--- src/rtl/dca_refill.sv ---
// Data-cache refill engine: writes back a dirty victim line word by word,
// fetches the missing line word by word, then returns it in one fill pulse.
module dca_refill #(
  parameter int REG_WIDTH  = 32,
  parameter int PA_WIDTH   = 32,
  parameter int LINE_WIDTH = 2
) (
  input  logic                            clk,
  input  logic                            rst,
  input  logic                            i_miss,
  input  logic [PA_WIDTH-1:0]             i_miss_addr,
  input  logic                            i_evict_dirty,
  input  logic [PA_WIDTH-1:0]             i_evict_addr,
  input  logic [LINE_WIDTH*REG_WIDTH-1:0] i_evict_data,
  output logic                            o_stall,
  output logic                            o_mem_req,
  output logic                            o_mem_we,
  output logic [PA_WIDTH-1:0]             o_mem_addr,
  output logic [REG_WIDTH-1:0]            o_mem_wdata,
  input  logic                            i_mem_ack,
  input  logic [REG_WIDTH-1:0]            i_mem_rdata,
  input  logic                            i_mem_err,
  output logic                            o_fill_valid,
  output logic [PA_WIDTH-1:0]             o_fill_addr,
  output logic [LINE_WIDTH*REG_WIDTH-1:0] o_fill_data,
  output logic                            o_exeption
);

  localparam int WB = REG_WIDTH / 8;
  localparam int LB = LINE_WIDTH * WB;
  localparam int CW = (LINE_WIDTH > 1) ? $clog2(LINE_WIDTH) : 1;
  localparam logic [PA_WIDTH-1:0] OFF_MASK = PA_WIDTH'(LB - 1);
  localparam logic [CW-1:0]       LAST     = CW'(LINE_WIDTH - 1);

  typedef enum logic [1:0] {IDLE, WRBACK, FETCH, RESPOND} state_t;

  state_t                          state, state_nxt;
  logic [CW-1:0]                   cnt;
  logic [PA_WIDTH-1:0]             miss_base, evict_base, word_off;
  logic [LINE_WIDTH*REG_WIDTH-1:0] evict_line, line_buf;
  logic                            err_flag, last_word;

  assign last_word = (cnt == LAST);
  assign word_off  = PA_WIDTH'(cnt) * PA_WIDTH'(WB);

  always_ff @(posedge clk) begin
    if (!rst) state <= IDLE;
    else      state <= state_nxt;
  end

  always_comb begin
    state_nxt = state;
    case (state)
      IDLE:    if (i_miss) state_nxt = i_evict_dirty ? WRBACK : FETCH;
      WRBACK:  if (i_mem_ack) begin
                 if (i_mem_err)      state_nxt = RESPOND;
                 else if (last_word) state_nxt = FETCH;
               end
      FETCH:   if (i_mem_ack && (i_mem_err || last_word)) state_nxt = RESPOND;
      RESPOND: state_nxt = IDLE;
      default: state_nxt = IDLE;
    endcase
  end

  // Counter, captured request and line buffer; acks are only honoured in the
  // states that issue a request, so a stray ack in IDLE is harmless.
  always_ff @(posedge clk) begin
    if (!rst) begin
      cnt        <= '0;
      err_flag   <= 1'b0;
      miss_base  <= '0;
      evict_base <= '0;
      evict_line <= '0;
      line_buf   <= '0;
    end else begin
      case (state)
        IDLE: begin
          cnt <= '0;
          if (i_miss) begin
            miss_base  <= i_miss_addr & ~OFF_MASK;
            evict_base <= i_evict_addr & ~OFF_MASK;
            evict_line <= i_evict_data;
            err_flag   <= 1'b0;
          end
        end
        WRBACK: if (i_mem_ack) begin
          if (i_mem_err)      err_flag <= 1'b1;
          else if (last_word) cnt <= '0;
          else                cnt <= cnt + CW'(1);
        end
        FETCH: if (i_mem_ack) begin
          if (i_mem_err) begin
            err_flag <= 1'b1;
            line_buf <= '0;
          end else begin
            line_buf[int'(cnt)*REG_WIDTH +: REG_WIDTH] <= i_mem_rdata;
            cnt <= cnt + CW'(1);
          end
        end
        default: ;
      endcase
    end
  end

  always_comb begin
    o_stall      = 1'b0;
    o_mem_req    = 1'b0;
    o_mem_we     = 1'b0;
    o_mem_addr   = '0;
    o_mem_wdata  = '0;
    o_fill_valid = 1'b0;
    o_fill_addr  = '0;
    o_fill_data  = '0;
    o_exeption   = 1'b0;
    case (state)
      WRBACK: begin
        o_stall     = 1'b1;
        o_mem_req   = 1'b1;
        o_mem_we    = 1'b1;
        o_mem_addr  = evict_base + word_off;
        o_mem_wdata = evict_line[int'(cnt)*REG_WIDTH +: REG_WIDTH];
      end
      FETCH: begin
        o_stall    = 1'b1;
        o_mem_req  = 1'b1;
        o_mem_addr = miss_base + word_off;
      end
      RESPOND: begin
        o_stall = 1'b1;
        if (err_flag) begin
          o_exeption = 1'b1;
        end else begin
          o_fill_valid = 1'b1;
          o_fill_addr  = miss_base;
          o_fill_data  = line_buf;
        end
      end
      default: ;
    endcase
  end

endmodule

--- config.mk ---
export PLATFORM = sky130hd
export DESIGN_NAME = dca_refill
export DESIGN_NICKNAME = d
export VERILOG_FILES = /design/src/rtl/dca_refill.sv
export SDC_FILE = /design/constraint.sdc
export NUM_CORES = 1
export LEC_CHECK = 0
export BUFFER_PORTS_ARGS = -buffer_cell sky130_fd_sc_hd__buf_2
export CAP_MARGIN = 20
export CELL_PAD_IN_SITES_DETAIL_PLACEMENT = 1
export CELL_PAD_IN_SITES_GLOBAL_PLACEMENT = 1
export CORE_UTILIZATION = 31
export DETAILED_ROUTE_END_ITERATION = 6
export MAX_ROUTING_LAYER = met4
export PLACE_DENSITY = 0.73
export SETUP_SLACK_MARGIN = 0.1
export SLEW_MARGIN = 20
export SYNTH_ARGS = -nofsm -noshare
export SYNTH_HDL_FRONTEND = slang
export SYNTH_SLANG_ARGS = --single-unit
--- constraint.sdc ---
create_clock -name clk -period 1.6 [get_ports clk]
set_clock_uncertainty 0.05 [all_clocks]
set_input_delay 0.32 -clock clk [delete_from_list [all_inputs] [get_ports clk]]
set_output_delay 0.32 -clock clk [all_outputs]
set_load 0.005 [all_outputs]
# Yosys cells after proc, flatten, opt, wreduce, memory -nomap -nowiden
# Cells that the tools add are included.
# word_totals
reg_bits	190
out_inout_bits	165
in_bits	166
# classes
reduce_logical	12
shift	3
eq_ne	12
n_mux	32
addsub	4
# op_table
cell	count
two-way mux 64 bit	3
two-way mux 32 bit	3
adder 32 x 3 -> 32 bit	2
bitwise mux 64 bit	1
case mux 32 bit (2 select lines)	1
variable shift 32 x 33 -> 64 bit (first input constant)	1
variable part select 32 x 33 -> 64 bit	1
variable part select 64 x 7 -> 32 bit	1
negator 6 -> 33 bit	1
two-way mux 1 bit	15
two-way mux 2 bit	6
!= test 2 bit (second input constant)	6
case mux 2 bit (4 select lines)	1
AND reduction 4 bit	2
AND reduction 5 bit	1
equality test 2 bit (second input constant)	2
!= test 2 x 1 -> 1 bit (second input constant)	2
AND reduction 2 bit	2
!= test 3 bit (second input constant)	1
case mux 1 bit (3 select lines)	1
nonzero test 3 bit	1
OR reduction 3 bit	1
equality test 2 x 1 -> 1 bit (second input constant)	1
logical NOT 2 bit	1
6 further kinds	6

# Logic depth before layout (Yosys ltp)
# Gate-level depths: netlist of the first run.
# logic_depth
ltp_word	5
mapped_depth	8
ltp_nobuf	5

# Worst setup path before layout of the first run
# OpenSTA, ideal clock, no wires.
# synth_timing
kind	register to output
start	register state[1]
end	output port o_mem_addr[11]
path_stages_with_launch	7
arrival_ns	1.312
required_time_ns	1.230
n_path_buf	2
setup_slack_ns	-0.082
cell_sequence	dfxtp_1 inv_1 ha_1 buf_2 clkbuf_1 a22oi_1 nor2_1
# synth_between
elab_chain_len	2
# synth_lines
element	line_no	text
from (decl)	37	state_t state, state_nxt;
from (signal assigned)	48	else state <= state_nxt;
equality test 2 bit / equality test 2 x 1 -> 1 bit (equally long branches)	115	case (state)
case mux 32 bit (2 select lines) (*)	115	
to (decl)	18	output logic [PA_WIDTH-1:0] o_mem_addr,
# Every way passes the cells marked *; elsewhere a longest branch is shown, timed or not.

# Worst setup path in the final report of the first run
# layout_timing
start	register state[0]
end	output port o_fill_data[1]
# layout_between
elab_chain_len	2
# layout_lines
element	line_no	text
equality test 2 bit	115	
two-way mux 64 bit	115	
to (decl)	25	output logic [LINE_WIDTH*REG_WIDTH-1:0] o_fill_data,
# Every way passes these cells.

==> results.md, run 1 <==
- Tot GR Track Use: a little over a fifth
- Top post-synthesis cells by count: 282 x nand2_1, 190 x dfxtp_1, 186 x a21oi_1
- Dpl cells: between 1500 and 2000
- Failing checks: negative setup slack
- Port buffer count: between 300 and 400
- GRT overflow: 0
- Total number of vias: around 9000
- DIE WIDTH: between 150 and 200 um
- Layout area overhead: 44.7%
- Crit path max-delay family: buffers and inverters
- Final Setup Violations: roughly 220
- CP most frequent cell: buf_6
- CP max stage cell: dfxtp_4
- Synth async-reset ratio: 0%
- Synth Area per Inst: just under 8 um2
- Clock Pin Slew Worst Setup and Hold Paths: around 90 ps
- Crit end category: output pin
- Pleak: 5.12 nW
- I/O pin total: 331
- Max Fclk: roughly 0.47 GHz
- Area leader, netlist: dfxtp_1
- Met3 Track Usage GR: 5.33%
- RSZ-0062 raised after global routing: yes
- Vias in the first global route: between 8000 and 9000
- Period utilisation layout: 134%
- Max Cap Viol: 0
- CP required: 1230 ps
- Worst vdd ir: ~0.0006 V
- Largest net degree at the start of global routing: 65
- Status: complete, but fails checks
- Root buf cell: clkbuf_16
- Drt first pass iters: 6
- Met1 usage: between 20% and 30%
- Post-route insts no fill: about 1800
- GP Congestion: between 0.8 and 0.9
- Design area: roughly 0.012 mm2
- Share of layout cells above drive strength 1: 35.4%
- Top-area cell type share of the netlist area: between 40 and 50%
- Netlist cell types: 30
- Starting Density: a little under a third
- Crit-path cells: ha_4 > inv_4 > nor2_4 > buf_6 > buf_6 > and2_1 > buf_2
- Core area: 0.0271 mm2
- Clock Sinks: 190
- CTS tree: yes
- DIE AREA: approximately 0.028 mm2
- Max incr delay on CP: ~400 ps
- H-tree depth: 4
- Initial antenna violation count: 7
- Worst-skew pair later-pin latency: between 400 and 500 ps
- Most frequent cell after synthesis: nand2_1
- Crit path time final: roughly 2100 ps
- DRT iter0 DRCs: 569
- Synthesis-stage register bit count: 190
- Prevailing post-synth register cell: dfxtp_1
- DR DRC count: 0
- Hold_ws: between 60 and 70 ps
- Buf+Inv Stages, Crit Path: 4
- First-pass GRT wire length: ~47000 um
- Number of vias per cell: 4.95
- Synthesized area: 0.00859 mm2
- Synth area leaders: dfxtp_1 44%, nand2_1 12%, a21oi_1 11%, and2_1 7.1%, mux2i_1 4.1%
- Post-route antenna net violation count: 0
- Final Max Tran Viols: 0
- Power per Cell Area: 1260 mW/mm2
- Drt wl/cell: 17.7 um
- Final worst slack: -547 ps
- Area after DPL: 0.0109 mm2
- Total Wirelength: around 32000 um
- Num CTS Buffers: 17
- Final hold viol count: 0
- Critical path class: flip-flop to output pin
- Rows: 60
- GR peak layer: met2
- Grt met2 use: a little over a third
- Clock buffer depth: 2
- Chip Height: about 170 um
- DP HPWL: approximately 21000 um
- Arrival time worst endpoint: about 1800 ps
- Number of flops mapped to enable cells by yosys: 0
- Yosys warns: 0
- Register area share after synthesis: 44.3%
- Hold Crit Class: primary input to flip-flop
- Nets@finish: 1590
- Crit-path max FO: 8
- Synth Instances: around 1100
- Startpoint types: flip-flop
## per-layer routing
metal	vias to the layer above	share of wire [%]
met1	4348	42
met2	251	50
met3	41	5.5
met4	0	2.3
li1	4320	-
met5	-	0
## power breakdown
part / leakage (nW) / switching, mW / internal (mW)
Sequential: 1.55 / 0.358 / 5.30
Combinational: 3.29 / 3.12 / 2.66
Clock: 0.281 / 2.16 / 2.09
Total: 5.12 / 5.64 / 10.1
## timing repair
item,CTS,global route
cloned,2,9
buffers inserted,1,4
hold buffers,0,0
pin swaps,0,35
gates resized for setup,19,124
setup endpoints to repair,297,333
## logic make-up (layout without fill, tap and decap cells)
logic type	Yosys count	in the layout	share of synthesized area (%)
buffers and inverters	113	423	6.57
AO/OA/AOI/OAI	258	258	16.3
multiplexers	35	35	4.08
adder cells (fa/ha/maj)	6	6	0.874
other	1	12	0.0437
AND/OR/NAND/NOR	514	514	27.9
flip-flops	190	190	44.3
## cell type report
| cell class | count | area [um2] |
|---|---|---|
| Multi-Input combinational cell | 818 | 4570 |
| Sequential cell | 190 | 3810 |
| Clock inverter | 14 | 153 |
| Clock buffer | 18 | 429 |
| Timing Repair Buffer | 385 | 2940 |
| Tap cell | 372 | 465 |
| Antenna cell | 7 | 17.5 |
| Fill cell | 3282 | 14700 |
| Inverter | 6 | 35.0 |
## cell usage in the layout (no fill, tap or decap), types with 3 or more instances in the layout
cell,netlist,final
nand2_1,282,281
buf_2,40,272
dfxtp_1,190,187
a21oi_1,186,186
and2_1,97,57
buf_6,0,50
and2_4,0,40
mux2i_1,35,35
nand3_1,33,33
o21ai_0,33,33
nand4_1,32,32
buf_12,0,31
a22oi_1,29,27
buf_4,24,24
clkbuf_16,0,23
nor2_1,32,19
nor2b_4,0,18
nor2b_1,33,14
nor2_2,0,11
diode_2,0,7
inv_6,0,5
conb_1,1,5
clkinv_8,0,4
inv_4,0,3
nor2_4,1,3
nand2b_1,3,3
ha_4,0,3
## worst paths after layout
path              depth (start not counted)  slack (ps)              to            from
hold reg to reg                           2         400    line_buf[36]    line_buf[36]
hold / removal                            3          60    miss_base[7]  i_miss_addr[7]
setup reg to reg                          6        -100    line_buf[11]        state[0]
setup / recovery                          7        -550  o_fill_data[1]        state[0]
## worst reg2reg max path: cells and delay by family, from the launching register on
family,cells,cell delay (ps)
and+or+nand+nor,2,400
DFF,1,380
adders and majority gates,1,330
buffers and inverters,2,310
AOI/OAI and AO/OA,1,180
## through the flow
step | setup TNS, ps | utilization (%) | power [mW] | worst slack, ps
global route | -94500 | 45.9 | 16.6 | -622
CTS | -73300 | 42.9 | 15.3 | -514
finish | -74760 | 45.9 | 15.7 | -547
detailed placement | -2370 | 40.2 | 10.5 | -51.4
floorplan | 0 | - | 8.50 | 106
global placement | -373 | 40.2 | 10.4 | -25.8
## sequential cells by signal (all words and copies together), names as in the netlist
name and count:
line_buf 64, state 2, cnt 1, evict_line 64
err_flag 1, miss_base 29, evict_base 29
(Power assumes the default switching activity.)
==> inputs of run 2 (changes only) <==
- RECOVER_POWER: default -> 100
==> run 2 against run 1 <==
  * The run still ends with negative setup slack left
  * Total power is 0.21% lower
  * Utilization hardly changed
  * Worst hold slack hardly changed
  * Cell area is 0.10% lower
  * Sequential share of layout area hardly changed
  * Critical path depth stayed put
  * Register-to-register slack hardly changed
  * Clock power hardly changed
  * Sequential cell count stayed put
  * Combinational power hardly changed
  * Via count hardly changed
  * Highest routed layer unchanged
==> results.md, run 2 (same netlist as run 1, synthesis figures left out) <==
- Share of layout cells above drive strength 1: a little over a third
- DR DRC count: 0
- DP HPWL: roughly 21000 um
- Failing checks: negative setup slack
- Hold_ws: 63.8 ps
- CP Launch Point: state[0]
- Chip Height: between 150 and 200 um
- DIE WIDTH: 168 um
- Post-layout util: between 40% and 50%
- DRT iter0 DRCs: about 570
- Post-route antenna net violation count: 0
- Rows: 60
- Drt wl/cell: 17.7 um
- Flop pwr share: between 30% and 40%
- Power per Cell Area: between 1000 and 1500 mW/mm2
- Number of vias per cell: between 4 and 5
- Drt first pass iters: 6
- Cell internal power dissipation: about 10 mW
- Most frequent cells in the layout: 281 x nand2_1, 272 x buf_2, 187 x dfxtp_1
- Crit path time final: between 2000 and 2500 ps
- Startpoint types: flip-flop
- Final Setup Violations: 220
- First-pass GRT wire length: ~47000 um
- Internal reg-to-reg setup slack: -100 ps
- Period utilisation layout: 134%
- GP Congestion: 0.824
- Pleak: 5.12 nW
- Nets@finish: roughly 1600
- Clock buffer depth: 2
- RR Startpoint: state[0]
- Largest net degree at the start of global routing: 65
- Critical Path Sink: o_fill_data[1]
- Commonest non-fill, non-tap cell in the layout: nand2_1
- RSZ-0062 raised after global routing: yes
- Port buffer count: roughly 320
- Status: complete, but fails checks
- Max Fclk: approximately 0.47 GHz
- Final worst slack: -547 ps
- Total Wirelength: 32000 um
- Starting Density: roughly a third
- Arrival time worst endpoint: 1780 ps
- Critical path class: flip-flop to output pin
- Hold Crit Class: primary input to flip-flop
- Hold_buf cts: 0
- CP required: 1230 ps
- Crit end category: output pin
- Final hold viol count: 0
- CTS tree: yes
- Final Max Tran Viols: 0
- Comb power frac: 36.7%
- Initial antenna violation count: 7
- GRT overflow: 0
- Total number of vias: roughly 9000
- Root buf cell: clkbuf_16
- Tot GR Track Use: between 20% and 30%
- Crit-path max FO: 8
- Worst vdd ir: roughly 0.0006 V
- Worst-skew pair later-pin latency: around 420 ps
- Switching Share: between 30% and 40%
- Total Power: approximately 16 mW
- Worst r2r dst: line_buf[11]
- DIE AREA: approximately 0.028 mm2
- Clock Pin Slew Worst Setup and Hold Paths: ~90 ps
- I/O pin total: about 330
- Vias in the first global route: just under 9000
- R2R cell count: 6
- Pre-CTS setup slack: -51.4 ps
- Clock power frac: 27.1%
- Sw power: 5.63 mW
- Layout area overhead: 44.5%
- H-tree depth: 4
- Max Cap Viol: 0
- Largest registers: evict_line (64), line_buf (64)
- Clock Sinks: 190
- Core area: between 0.02 and 0.03 mm2
- Num CTS Buffers: 17
## run 2: cell count changes in the layout (fill, tap and decap cells not counted)
cell and delta:
buf_12 -1, buf_4 -1, buf_8 +1, clkbuf_2 +1
nand2_2 +1, nand2_4 -1
## run 2: critical path, stage by stage, from the launching register on
cell and delay (ps):
dfxtp_4 390, ha_4 160, inv_4 40, nor2_4 150
buf_6 170, buf_6 150, and2_1 150, buf_2 120
## run 2: metrics by stage
step | TNS [ps] | cells | instance area [um2]
after floorplan | 0 | 1121 | 8660
after global placement | -373 | 1755 | 10900
after detailed placement | -2370 | 1755 | 10900
after CTS | -73300 | 1790 | 11600
after global routing | -99340 | 1810 | 12400
final | -74610 | 1810 | 12400
## run 2: power by group through the flow
| stage | clock network [mW] | logic, mW | registers (mW) |
|---|---|---|---|
| CTS | 4.37 | 5.29 | 5.65 |
| detailed placement | 0 | 4.80 | 5.75 |
| global placement | 0 | 4.72 | 5.71 |
| floorplan | 0 | 2.87 | 5.63 |
| global route | 4.57 | 6.26 | 5.73 |
| finish | 4.25 | 5.75 | 5.66 |
## run 2: repair_timing
| action | 4_1_cts | 5_1_grt |
|---|---|---|
| pin swaps | 0 | 35 |
| hold endpoints to repair | 0 | 0 |
| setup buffers | 1 | 4 |
| cloned | 2 | 9 |
| resized for setup | 19 | 124 |
| endpoints found under the setup margin | 297 | 333 |
## run 2: routing by layer
layer | track usage (%) | up-vias | share of wire, %
met5 | - | - | 0
met4 | 6.92 | 0 | 2.3
met3 | 5.33 | 41 | 5.5
met2 | 35.2 | 249 | 50
met1 | 25.4 | 4346 | 42
li1 | - | 4320 | -
## run 2: layout make-up
class                   instances  area (um2)
diodes                          7        17.5
clock buffers                  18         429
clock inverters                14         153
fillers                      3282       14700
inverters                       6        35.0
multi-input cells             818        4570
flip-flops and latches        190        3810
well taps                     372         465
repair buffers                385        2930
## run 2: worst min path at each step
| stage | startpoint | endpoint | slack, ps | depth (start not counted) |
|---|---|---|---|---|
| floorplan | line_buf[32] | line_buf[32] | 380 | 2 |
| global route | i_miss_addr[12] | miss_base[12] | 50 | 3 |
| CTS | i_miss_addr[7] | miss_base[7] | 40 | 3 |
| global placement | line_buf[46] | line_buf[46] | 390 | 2 |
| finish | i_miss_addr[7] | miss_base[7] | 60 | 3 |
| detailed placement | line_buf[36] | line_buf[36] | 390 | 2 |
